$ cat src/rtl/pe_pkg.sv
// rtl/pe_pkg.sv - shared state type, accumulator limits and saturating add for the PE
package pe_pkg;

    typedef enum logic {
        IDLE  = 1'b0,
        ACCUM = 1'b1
    } pe_state_e;

    // Helpers work at this width; narrower accumulators scale the limits down.
    localparam int SAT_W = 64;

    localparam logic signed [SAT_W-1:0] ACC_MAX = {1'b0, {(SAT_W-1){1'b1}}};
    localparam logic signed [SAT_W-1:0] ACC_MIN = {1'b1, {(SAT_W-1){1'b0}}};

    // Returns {clamped_sum, overflow} for a w-bit signed accumulator.
    function automatic logic [SAT_W:0] sat_add(
        input logic signed [SAT_W-1:0] a,
        input logic signed [SAT_W-1:0] b,
        input int                      w
    );
        logic signed [SAT_W:0] s;
        logic signed [SAT_W:0] hi;
        logic signed [SAT_W:0] lo;
        s  = {a[SAT_W-1], a} + {b[SAT_W-1], b};
        hi = {1'b0, ACC_MAX >>> (SAT_W - w)};
        lo = {1'b1, ACC_MIN >>> (SAT_W - w)};
        if (s > hi) begin
            sat_add = {hi[SAT_W-1:0], 1'b1};
        end else if (s < lo) begin
            sat_add = {lo[SAT_W-1:0], 1'b1};
        end else begin
            sat_add = {s[SAT_W-1:0], 1'b0};
        end
    endfunction

endpackage

$ cat src/rtl/pe_sat_adder.sv
// rtl/pe_sat_adder.sv - combinational accumulate adder, saturating or wrapping
module pe_sat_adder
    import pe_pkg::*;
#(
    parameter int ACC_WIDTH = 40,
    parameter bit SATURATE  = 1'b1
) (
    input  logic signed [ACC_WIDTH-1:0] i_a,
    input  logic signed [ACC_WIDTH-1:0] i_b,
    output logic signed [ACC_WIDTH-1:0] o_sum,
    output logic                        o_ovf
);

    if (SATURATE) begin : g_sat
        logic signed [SAT_W-1:0]       w_a_ext;
        logic signed [SAT_W-1:0]       w_b_ext;
        logic [SAT_W:0]                w_sat;
        logic [SAT_W-ACC_WIDTH:0]      w_unused_hi;

        assign w_a_ext     = SAT_W'(i_a);
        assign w_b_ext     = SAT_W'(i_b);
        assign w_sat       = sat_add(w_a_ext, w_b_ext, ACC_WIDTH);
        assign o_sum       = w_sat[ACC_WIDTH:1];
        assign o_ovf       = w_sat[0];
        // Clamped result already fits ACC_WIDTH; the upper bits are pure sign extension.
        assign w_unused_hi = w_sat[SAT_W:ACC_WIDTH];
    end else begin : g_wrap
        assign o_sum = i_a + i_b;
        assign o_ovf = 1'b0;
    end

endmodule

$ cat src/rtl/pe_os_mac.sv
// rtl/pe_os_mac.sv - output-stationary systolic MAC PE with held result and drain chain
module pe_os_mac
    import pe_pkg::*;
#(
    parameter int DATA_WIDTH = 16,
    parameter int ACC_WIDTH  = 40,
    parameter bit SATURATE   = 1'b1
) (
    input  logic                  clk,
    input  logic                  rst,
    input  logic                  clr,
    input  logic [DATA_WIDTH-1:0] a_in,
    input  logic                  a_valid_in,
    input  logic                  a_last_in,
    input  logic [DATA_WIDTH-1:0] b_in,
    input  logic                  b_valid_in,
    output logic [DATA_WIDTH-1:0] a_out,
    output logic                  a_valid_out,
    output logic                  a_last_out,
    output logic [DATA_WIDTH-1:0] b_out,
    output logic                  b_valid_out,
    input  logic                  drain_en,
    input  logic [ACC_WIDTH-1:0]  drain_in,
    input  logic                  drain_valid_in,
    output logic [ACC_WIDTH-1:0]  drain_out,
    output logic                  drain_valid_out,
    output logic                  res_pending,
    output logic                  sat_flag,
    output logic                  overrun_flag
);

    if (ACC_WIDTH < 2 * DATA_WIDTH || ACC_WIDTH > SAT_W) begin : g_bad_width
        $error("pe_os_mac: ACC_WIDTH must be within [2*DATA_WIDTH, 64]");
    end

    pe_state_e                      r_state;
    logic signed [ACC_WIDTH-1:0]    r_acc;
    logic signed [ACC_WIDTH-1:0]    r_res;
    logic                           r_res_valid;

    logic                           w_fire;
    logic                           w_capture;
    logic                           w_emit;
    logic                           w_ovf;
    logic signed [2*DATA_WIDTH-1:0] w_prod;
    logic signed [ACC_WIDTH-1:0]    w_prod_ext;
    logic signed [ACC_WIDTH-1:0]    w_base;
    logic signed [ACC_WIDTH-1:0]    w_sum;

    assign w_fire     = a_valid_in & b_valid_in;
    assign w_capture  = w_fire & a_last_in;
    assign w_emit     = drain_en & r_res_valid;
    assign w_prod     = $signed(a_in) * $signed(b_in);
    assign w_prod_ext = ACC_WIDTH'(w_prod);
    assign w_base     = (r_state == ACCUM) ? r_acc : '0;
    assign res_pending = r_res_valid;

    pe_sat_adder #(
        .ACC_WIDTH (ACC_WIDTH),
        .SATURATE  (SATURATE)
    ) u_add (
        .i_a   (w_base),
        .i_b   (w_prod_ext),
        .o_sum (w_sum),
        .o_ovf (w_ovf)
    );

    // Operand pipes ignore clr so a soft clear never starves downstream PEs.
    always_ff @(posedge clk) begin
        if (rst) begin
            a_out       <= '0;
            a_valid_out <= 1'b0;
            a_last_out  <= 1'b0;
            b_out       <= '0;
            b_valid_out <= 1'b0;
        end else begin
            a_out       <= a_in;
            a_valid_out <= a_valid_in;
            a_last_out  <= a_last_in;
            b_out       <= b_in;
            b_valid_out <= b_valid_in;
        end
    end

    always_ff @(posedge clk) begin
        if (rst || clr) begin
            r_state         <= IDLE;
            r_acc           <= '0;
            r_res           <= '0;
            r_res_valid     <= 1'b0;
            drain_out       <= '0;
            drain_valid_out <= 1'b0;
            sat_flag        <= 1'b0;
            overrun_flag    <= 1'b0;
        end else begin
            if (w_fire) begin
                if (w_ovf) begin
                    sat_flag <= 1'b1;
                end
                if (a_last_in) begin
                    r_res   <= w_sum;
                    r_acc   <= '0;
                    r_state <= IDLE;
                end else begin
                    r_acc   <= w_sum;
                    r_state <= ACCUM;
                end
            end

            // A capture in the same cycle as an emission keeps res_valid high.
            if (w_capture) begin
                r_res_valid <= 1'b1;
                if (r_res_valid && !w_emit) begin
                    overrun_flag <= 1'b1;
                end
            end else if (w_emit) begin
                r_res_valid <= 1'b0;
            end

            if (drain_en) begin
                if (r_res_valid) begin
                    drain_out       <= r_res;
                    drain_valid_out <= 1'b1;
                end else begin
                    drain_out       <= drain_in;
                    drain_valid_out <= drain_valid_in;
                end
            end else begin
                drain_valid_out <= 1'b0;
            end
        end
    end

endmodule
$ cat config.mk
export PLATFORM = sky130hd
export DESIGN_NAME = pe_os_mac
export DESIGN_NICKNAME = d
export VERILOG_FILES = /design/src/rtl/pe_pkg.sv /design/src/rtl/pe_sat_adder.sv /design/src/rtl/pe_os_mac.sv
export SDC_FILE = /design/constraint.sdc
export NUM_CORES = 1
export LEC_CHECK = 0
export CAP_MARGIN = 0
export CORE_MARGIN = 8
export CORE_UTILIZATION = 55
export CTS_CLUSTER_DIAMETER = 30
export CTS_CLUSTER_SIZE = 12
export DETAILED_ROUTE_END_ITERATION = 16
export PLACE_DENSITY = 0.76
export SETUP_SLACK_MARGIN = 0.15
export SYNTH_ARGS = -nofsm -noshare
export SYNTH_HDL_FRONTEND = slang
export SYNTH_SLANG_ARGS = --single-unit
$ cat constraint.sdc
create_clock -name clk -period 17.1 [get_ports clk]
set_clock_uncertainty 0.1 [all_clocks]
set_input_delay 3.42 -clock clk [delete_from_list [all_inputs] [get_ports clk]]
set_output_delay 3.42 -clock clk [all_outputs]
set_load 0.01 [all_outputs]
== Word-level counts from Yosys, hierarchy flattened ==
Index checks and enable logic that the tools add are counted.
Storage, ports and cells
  bits in registers: 160
  logic and storage cells: 38
Cells by class
  add/sub/neg operators: 1
  multipliers: 1
  order comparisons: 2
  mux-type cells: 9
  bitwise gates (word level): 4
  reductions and logical operators: 8
Operators by type and width (number)
  two-way mux 40 bit: 3
  two-way mux 41 bit: 2
  adder 40 x 32 -> 41 bit: 1
  > comparator 41 x 40 -> 1 bit, second input constant: 1
  less-than comparator 41 x 40 -> 1 bit, second input constant: 1
  multiplier 16 x 16 -> 32 bit: 1
  AND reduction 2 bit: 3
  two-way mux 1 bit: 4
  AND 1 bit: 3
  nonzero test 2 bit: 1
  OR reduction 2 bit: 1
  logical AND 1 bit: 1
  logical NOT 1 bit: 1
  logical OR 1 bit: 1
  NOT 1 bit: 1

== Logic depth before layout (Yosys ltp) ==
Gate-level depths: netlist (run 1).
  depth in word-level cells: 6
  gate-level depth with buffers: 27
  gate-level depth less buffers: 24

== Hierarchy ==
From an unflattened synthesis (run 1), not the netlist that was laid out.
Second synthesis, totals
  cells, all modules: 2184
  area, all modules: 18715.4 um^2
Modules (own cells, without submodules)
  pe_os_mac: instances 1, cells each 1817, area each 16064.2 um^2
  pe_sat_adder: instances 1, cells each 367, area each 2651.3 um^2

== Worst setup path before layout (run 1) ==
Ideal clock, no wire load.
  path type: input port to flip-flop
  start: input port a_in[15]
  end: register r_res[33]
  library setup time: 130 ps
  arrival time: 9890 ps
  data required time: 16870 ps
  slack: 6980 ps
  cell stages on the path: 25
  buffers on the path: 4
  cells stage by stage: clkbuf_1 > nand2_1 > inv_1 > fa_1 > fa_1 > inv_1 > fa_1 > fa_1 > inv_1 > fa_1 > inv_1 > fa_1 > inv_1 > ha_1 > buf_2 > and4_2 > nand3_1 > or4b_1 > o211ai_2 > xnor2_2 > or2_4 > nand2_4 > buf_6 > buf_12 > a22oi_2
Between the ends
  longest elaborated chain between the ends: 5
  elaborated cells on any way between the ends: 6
  classes of those cells: add/sub: 1; mul: 1; order compare: 2; mux: 2
RTL lines
  start: declaration: RTL line pe_os_mac.sv:12  | input logic [DATA_WIDTH-1:0] a_in,
  multiplier 16 x 16 -> 32 bit *: RTL line pe_os_mac.sv:53  | assign w_prod = $signed(a_in) * $signed(b_in);
  adder 40 x 32 -> 41 bit *: RTL line pe_pkg.sv:24  | s = {a[SAT_W-1], a} + {b[SAT_W-1], b};
  less-than comparator 41 x 40 -> 1 bit: RTL line pe_pkg.sv:29  | end else if (s < lo) begin
  two-way mux 41 bit: RTL line pe_pkg.sv:29
  two-way mux 41 bit *: RTL line pe_pkg.sv:27  | if (s > hi) begin
  end signal: assignment: RTL line pe_os_mac.sv:101  | r_res <= w_sum;
  end: declaration: RTL line pe_os_mac.sv:38  | logic signed [ACC_WIDTH-1:0] r_res;
Every way passes the cells marked *; elsewhere a longest branch is shown, timed or not.
A chain may end at the register's enable or synchronous reset.

== Worst setup path in the final report (run 1) ==
  start: input port b_in[1]
  end: register r_acc[9]
Between the ends
  longest elaborated chain between the ends: 6
  elaborated cells on any way between the ends: 7
  classes of those cells: add/sub: 1; mul: 1; order compare: 2; mux: 3
RTL lines
  start: declaration: RTL line pe_os_mac.sv:15  | input logic [DATA_WIDTH-1:0] b_in,
  multiplier 16 x 16 -> 32 bit *: RTL line pe_os_mac.sv:53
  adder 40 x 32 -> 41 bit *: RTL line pe_pkg.sv:24
  less-than comparator 41 x 40 -> 1 bit: RTL line pe_pkg.sv:29
  two-way mux 41 bit: RTL line pe_pkg.sv:29
  two-way mux 41 bit *: RTL line pe_pkg.sv:27
  two-way mux 40 bit *: RTL line pe_os_mac.sv:100  | if (a_last_in) begin
  end signal: assignment: RTL line pe_os_mac.sv:105  | r_acc <= w_sum;
  end: declaration: RTL line pe_os_mac.sv:37  | logic signed [ACC_WIDTH-1:0] r_acc;
Marks and branches as above.

==> run summary, run 1 <==
Worst slew margin -> 19.8%
Rows -> 67
Met2 Use GR -> 39.9%
Max Slew Vio Count -> 0
Syn Nets -> 2571
Minimum clock period -> 11.28 ns
Clk_lat worst skew -> 0.44 ns
Synthesized cell area -> 0.0187 mm2
Post-CTS Hold Buffers -> 0
CP most frequent cell -> fa_1
Drt drc -> 0
Final setup viols -> 0
Met3 Resource Use GR -> 3.44%
Vias -> 13900
Initial antenna violation count -> 0
Crit-path cells -> clkdlybuf4s50_1, nand2_1, inv_1, fa_1, fa_1, inv_1, fa_1, fa_1, inv_1, fa_1, inv_1, fa_1, inv_1, ha_1, a21o_1, a21o_1, a21oi_1, o221ai_1, and2_2, a211oi_2, and2_4, nor2_1, o21ai_0
Die W -> 200 um
Hold WC Path Type -> reg -> reg
Clk root buf -> clkbuf_16
Async S/R FF share, synth -> 0%
Detailed Route Iter0 Violations -> 894
Avg WL per Cell -> 17.6 um
Port Buffers -> 158
R2R Setup Slk -> 10.42 ns
Ant diodes -> 0
Kind of critical path -> in -> reg
Fillers -> 2806
Routability congestion estimate -> 0.900
Num CTS Buffers -> 17
Layout net count -> 2667
Vias in the first global route -> 15100
Clk sinks -> 160
Worst-path clk slew -> 0.07 ns
CTS tree -> yes
Core ar. -> 0.0335 mm2
Finished Core Util -> 63.0%
Maxcap violations -> 0
Most used flip-flop cell after synthesis -> dfxtp_1
GR Util met1 -> 30.4%
F_max -> 0.0886 GHz
RSZ-0062 raised after global routing -> false
Cell type with the largest total area after synthesis -> fa_1
Pin count of the biggest net entering global routing -> 83
Final hold violations -> 0
Sum of negative setup slack -> 0 ns
Critical Path Sink Type -> flop
Synthesized instance count -> 2039
Number of nets with antenna violations after detailed routing -> 0
Syn avg cell area -> 9.16 um2
Initial Util -> 55.7%
Clock buffer depth -> 2
Crit path largest cell delay -> 0.78 ns
Top cells by area, synth -> fa_1 (36%), dfxtp_1 (17%), inv_1 (8.3%)
P&R area growth vs syn -> 13.0%
DRT Wirelength -> 45600 um
CP max stage cell -> clkdlybuf4s50_1
HPWL Detailed -> 37200 um
Grt total ovfl -> 0
Crit path max-delay family -> adder cells
Bufs and invs on worst path -> 6
CP Max Fanout -> 39
Sequential area share after synthesis -> 17.1%
CTS H-tree lvls -> 4
Post-CTS Setup Repair Bufs -> 0
Post-synth EDFFs -> 0
Top cells by count, synth -> inv_1 (411), fa_1 (334), nand2_1 (210), and2_1 (161), dfxtp_1 (160)
Most common cell in the synthesized netlist -> inv_1
Share of cells above drive strength 1 -> 3.35%
Req. time, crit path -> 17.34 ns
All-layer global routing usage -> 23.4%
Vias per Instance -> 5.34
First-pass GRT wire length -> 77200 um
Resized Gates After CTS -> 0
Startpoint types -> input pin
Top Usage Layer GRT -> met2
Die ar. -> 0.0401 mm2
FF+latch count, synth -> 160
TritonRoute pass-1 iters -> 7
Run status -> finished, final reports clean
Critical path data arrival time -> 11.53 ns
Cell variety after synth -> 68
Final worst-path cycle share -> 66.0%
Worst-Margin Slew -> 1.20 ns
Synthesis warning total -> 0
Area fraction of the dominant cell type after synthesis -> 35.8%
# IOs -> 159
Die height -> 200 um
-- kinds of logic after synthesis --
family / count (synthesis) / synth area share (%)
compound gates: 265 / 9.20
xor+xnor: 41 / 1.96
fa+ha+maj: 456 / 43.9
buf+inv: 503 / 10.5
flops: 160 / 17.1
mux: 41 / 2.20
simple gates: 573 / 15.1
-- cells in the final DEF (no fill, tap or decap), drive strengths merged, types with 41 or more instances in the layout --
cell and instances:
inv 418, fa 334, nand2 212, and2 164, dfxtp 160, clkdlybuf4s50 157, ha 118, nor2 111
o21ai 91, a21oi 48, a211oi 47, mux2i 41
-- metal layers --
| metal | vias up | wire (um) |
|---|---|---|
| met2 | 395 | 22700 |
| met5 | - | 0 |
| met3 | 77 | 2240 |
| met1 | 6931 | 19500 |
| li1 | 6456 | - |
| met4 | 0 | 1220 |
-- cell type report --
class,count,area (um2),area share (%)
Multi-Input combinational cell,1376,13500,64.1
Clock inverter,15,190,0.901
Inverter,412,1550,7.33
Sequential cell,160,3200,15.2
Tap cell,448,561,2.66
Timing Repair Buffer,168,1650,7.82
Clock buffer,17,425,2.02
-- tightest hold or removal path, delay by kind of cell (launching register included) --
kind            cells  cell delay, ns
flops               1            0.32
simple gates        1            0.05
compound gates      1            0.05
-- path summary, 6_finish.rpt --
path                                from       end  depth (start not counted)
worst max register to register   r_state  r_acc[9]                         20
worst min register to register  r_acc[0]  r_acc[0]                          2
worst min-delay path            r_acc[0]  r_acc[0]                          2
worst max-delay path             b_in[1]  r_acc[9]                         23
-- registers in the layout (all words and copies together), names as in the netlist, 16 cells and up --
signal,cells
b_out,16
r_acc,40
r_res,40
a_out,16
drain_out,40
-- per-stage QoR --
step	instances	hold WS (ns)	setup WS, ns	cell area, um2
after detailed placement	2564	0.335	5.47	20500
after CTS	2596	0.351	5.90	21100
after global routing	2596	0.378	5.39	21100
after floorplan	2039	0.317	6.98	18700
after global placement	2564	0.327	5.69	20500
final	2596	0.353	5.82	21100
Power of run 1 is left out: the tool's default activity adds up to more than one toggle a clock period on the data nets, which glitch-free logic cannot reach.
==> run 2, diff against run 1 <==
Clock period 17.1 ns to 10.4 ns, I/O delays scaled along.
==> run 2 against run 1 <==
Final cell count rose by 0.62%. Global-route usage up 0.85 points. Register-to-register slack worse by 6.6 ns. Sequential cell count did not move. Critical path depth is 1 lower. Via count increased by 1.4%. Sequential share of layout area fell by 0.10 points. Final area increased by 0.67%. Core utilization increased by 0.42 points.
==> run summary, run 2 (synthesis gave the netlist of run 1 again) <==
Worst Setup SP -> b_in[1] (unchanged)
Initial antenna violation count -> 1 (was 0)
Detailed Route Iter0 Violations -> 863 (was 894)
Max Slew Vio Count -> 0 (unchanged)
Maxcap violations -> 0 (unchanged)
Final setup viols -> 0 (unchanged)
All-layer global routing usage -> 24.2% (was 23.4%)
Vias in the first global route -> 15000 (was 15100)
Grt total ovfl -> 0 (unchanged)
Share of cells above drive strength 1 -> 4.07% (was 3.35%)
HPWL Detailed -> 38600 um (was 37200 um)
Post-CTS Setup Repair Bufs -> 0 (unchanged)
Critical path data arrival time -> 9.69 ns (was 11.53 ns)
F_max -> 0.106 GHz
Core ar. -> 0.0335 mm2 (unchanged)
Hold WC Path Type -> reg -> reg (unchanged)
Endpoint of the worst hold path -> sat_flag (was r_acc[0])
Minimum clock period -> 9.44 ns
Final worst-path cycle share -> 90.7%
CTS H-tree lvls -> 4 (unchanged)
DRT Wirelength -> 47400 um (was 45600 um)
Die height -> 200 um (unchanged)
Run status -> finished, final reports clean (unchanged)
Kind of critical path -> in -> reg (unchanged)
Pin count of the biggest net entering global routing -> 83 (unchanged)
CP Max Fanout -> 39 (unchanged)
R2r endpoint -> r_acc[23] (was r_acc[9])
Sum of negative setup slack -> 0 ns (unchanged)
Vias per Instance -> 5.38 (was 5.34)
R2R Setup Slk -> 3.82 ns (was 10.42 ns)
Startpoint types -> input pin (unchanged)
Num CTS Buffers -> 17 (unchanged)
Most frequent cells in the layout -> inv_1 (411), fa_1 (334), nand2_1 (210) (unchanged)
CTS tree -> yes (unchanged)
Worst slew margin -> 16.8% (was 19.8%)
Regs by FF count -> drain_out: 40 flops, r_acc: 40 flops, r_res: 40 flops (unchanged)
Vias -> 14100 (was 13900)
Initial Util -> 55.7% (unchanged)
Number of nets with antenna violations after detailed routing -> 0 (unchanged)
Clk sinks -> 160 (unchanged)
Routability congestion estimate -> 0.918 (was 0.900)
Ant diodes -> 0 (unchanged)
Worst-path clk slew -> 0.07 ns (about the same)
Clk root buf -> clkbuf_16 (unchanged)
Hold Crit Depth -> 2 (unchanged)
Drt drc -> 0 (unchanged)
Worst R2R Start -> r_state (unchanged)
First-pass GRT wire length -> 79600 um (was 77200 um)
Reg2reg path depth -> 20 (unchanged)
Commonest non-fill, non-tap cell in the layout -> inv_1 (unchanged)
Die W -> 200 um (unchanged)
P&R area growth vs syn -> 13.7% (was 13.0%)
# IOs -> 159 (unchanged)
Die ar. -> 0.0401 mm2 (unchanged)
Clock buffer depth -> 2 (unchanged)
Clk_lat worst skew -> 0.46 ns (was 0.44 ns)
Post-CTS Hold Buffers -> 0 (unchanged)
Critical Path Sink Type -> flop (unchanged)
Final hold violations -> 0 (unchanged)
Req. time, crit path -> 10.66 ns (was 17.34 ns)
Layout net count -> 2683 (was 2667)
Worst-Margin Slew -> 1.24 ns (was 1.20 ns)
Avg WL per Cell -> 18.1 um (was 17.6 um)
Port Buffers -> 158 (unchanged)
Rows -> 67 (unchanged)
Resized Gates After CTS -> 0 (unchanged)
Hold Startpoint -> sat_flag (was r_acc[0])
RSZ-0062 raised after global routing -> false (unchanged)
TritonRoute pass-1 iters -> 5 (was 7)
## run 2: worst max-delay path by stage
stage | to | slack (ns)
detailed placement | r_acc[25] | 0.54
floorplan | r_res[33] | 1.62
global route | r_acc[23] | 0.58
global placement | r_res[28] | 0.69
finish | r_acc[23] | 0.96
CTS | r_acc[25] | 0.96
## run 2: metrics by stage
| stage | setup WS (ns) | cell area (um2) | instances | util [%] | hold slack, ns |
|---|---|---|---|---|---|
| 2_1_floorplan | 1.62 | 18700 | 2039 | - | 0.317 |
| 3_3_place_gp | 0.694 | 20600 | 2580 | 61.5 | 0.328 |
| 3_5_place_dp | 0.538 | 20600 | 2580 | 61.5 | 0.341 |
| 4_1_cts | 0.961 | 21300 | 2612 | 63.4 | 0.357 |
| 5_1_grt | 0.584 | 21300 | 2612 | 63.4 | 0.372 |
| 6_report | 0.964 | 21300 | 2612 | 63.4 | 0.353 |
## run 2: routing by layer
layer  share of wire (%)  GRT usage, %  vias up
li1                    -             -     6483
met1                  42          31.7     7079
met2                  50          41.7      418
met3                 5.0          3.45       72
met4                 2.1          6.52        2
met5               0.030             0        -
## run 2: cell type report
type / count / area, um2
flip-flops and latches: 160 / 3200
well taps: 448 / 561
inverters: 412 / 1550
clock buffers: 17 / 425
repair buffers: 184 / 1770
clock inverters: 15 / 211
multi-input cells: 1376 / 13500
fillers: 2833 / 12300
## run 2: critical path, stage by stage
cell and delay [ns]:
clkdlybuf4s50_1 0.62, nand2_1 0.26, inv_1 0.09, fa_1 0.66
fa_1 0.61, inv_1 0.08, fa_1 0.62, fa_1 0.76
inv_1 0.18, fa_1 0.51, inv_1 0.05, fa_1 0.47
inv_1 0.04, ha_1 0.44, and4_2 0.31, nand3_1 0.11
or4b_1 0.56, o211ai_2 0.11, xnor2_2 0.24, and2_4 0.54
nor2_1 0.14, o21ai_0 0.20
Power of run 2 is left out for the same reason.
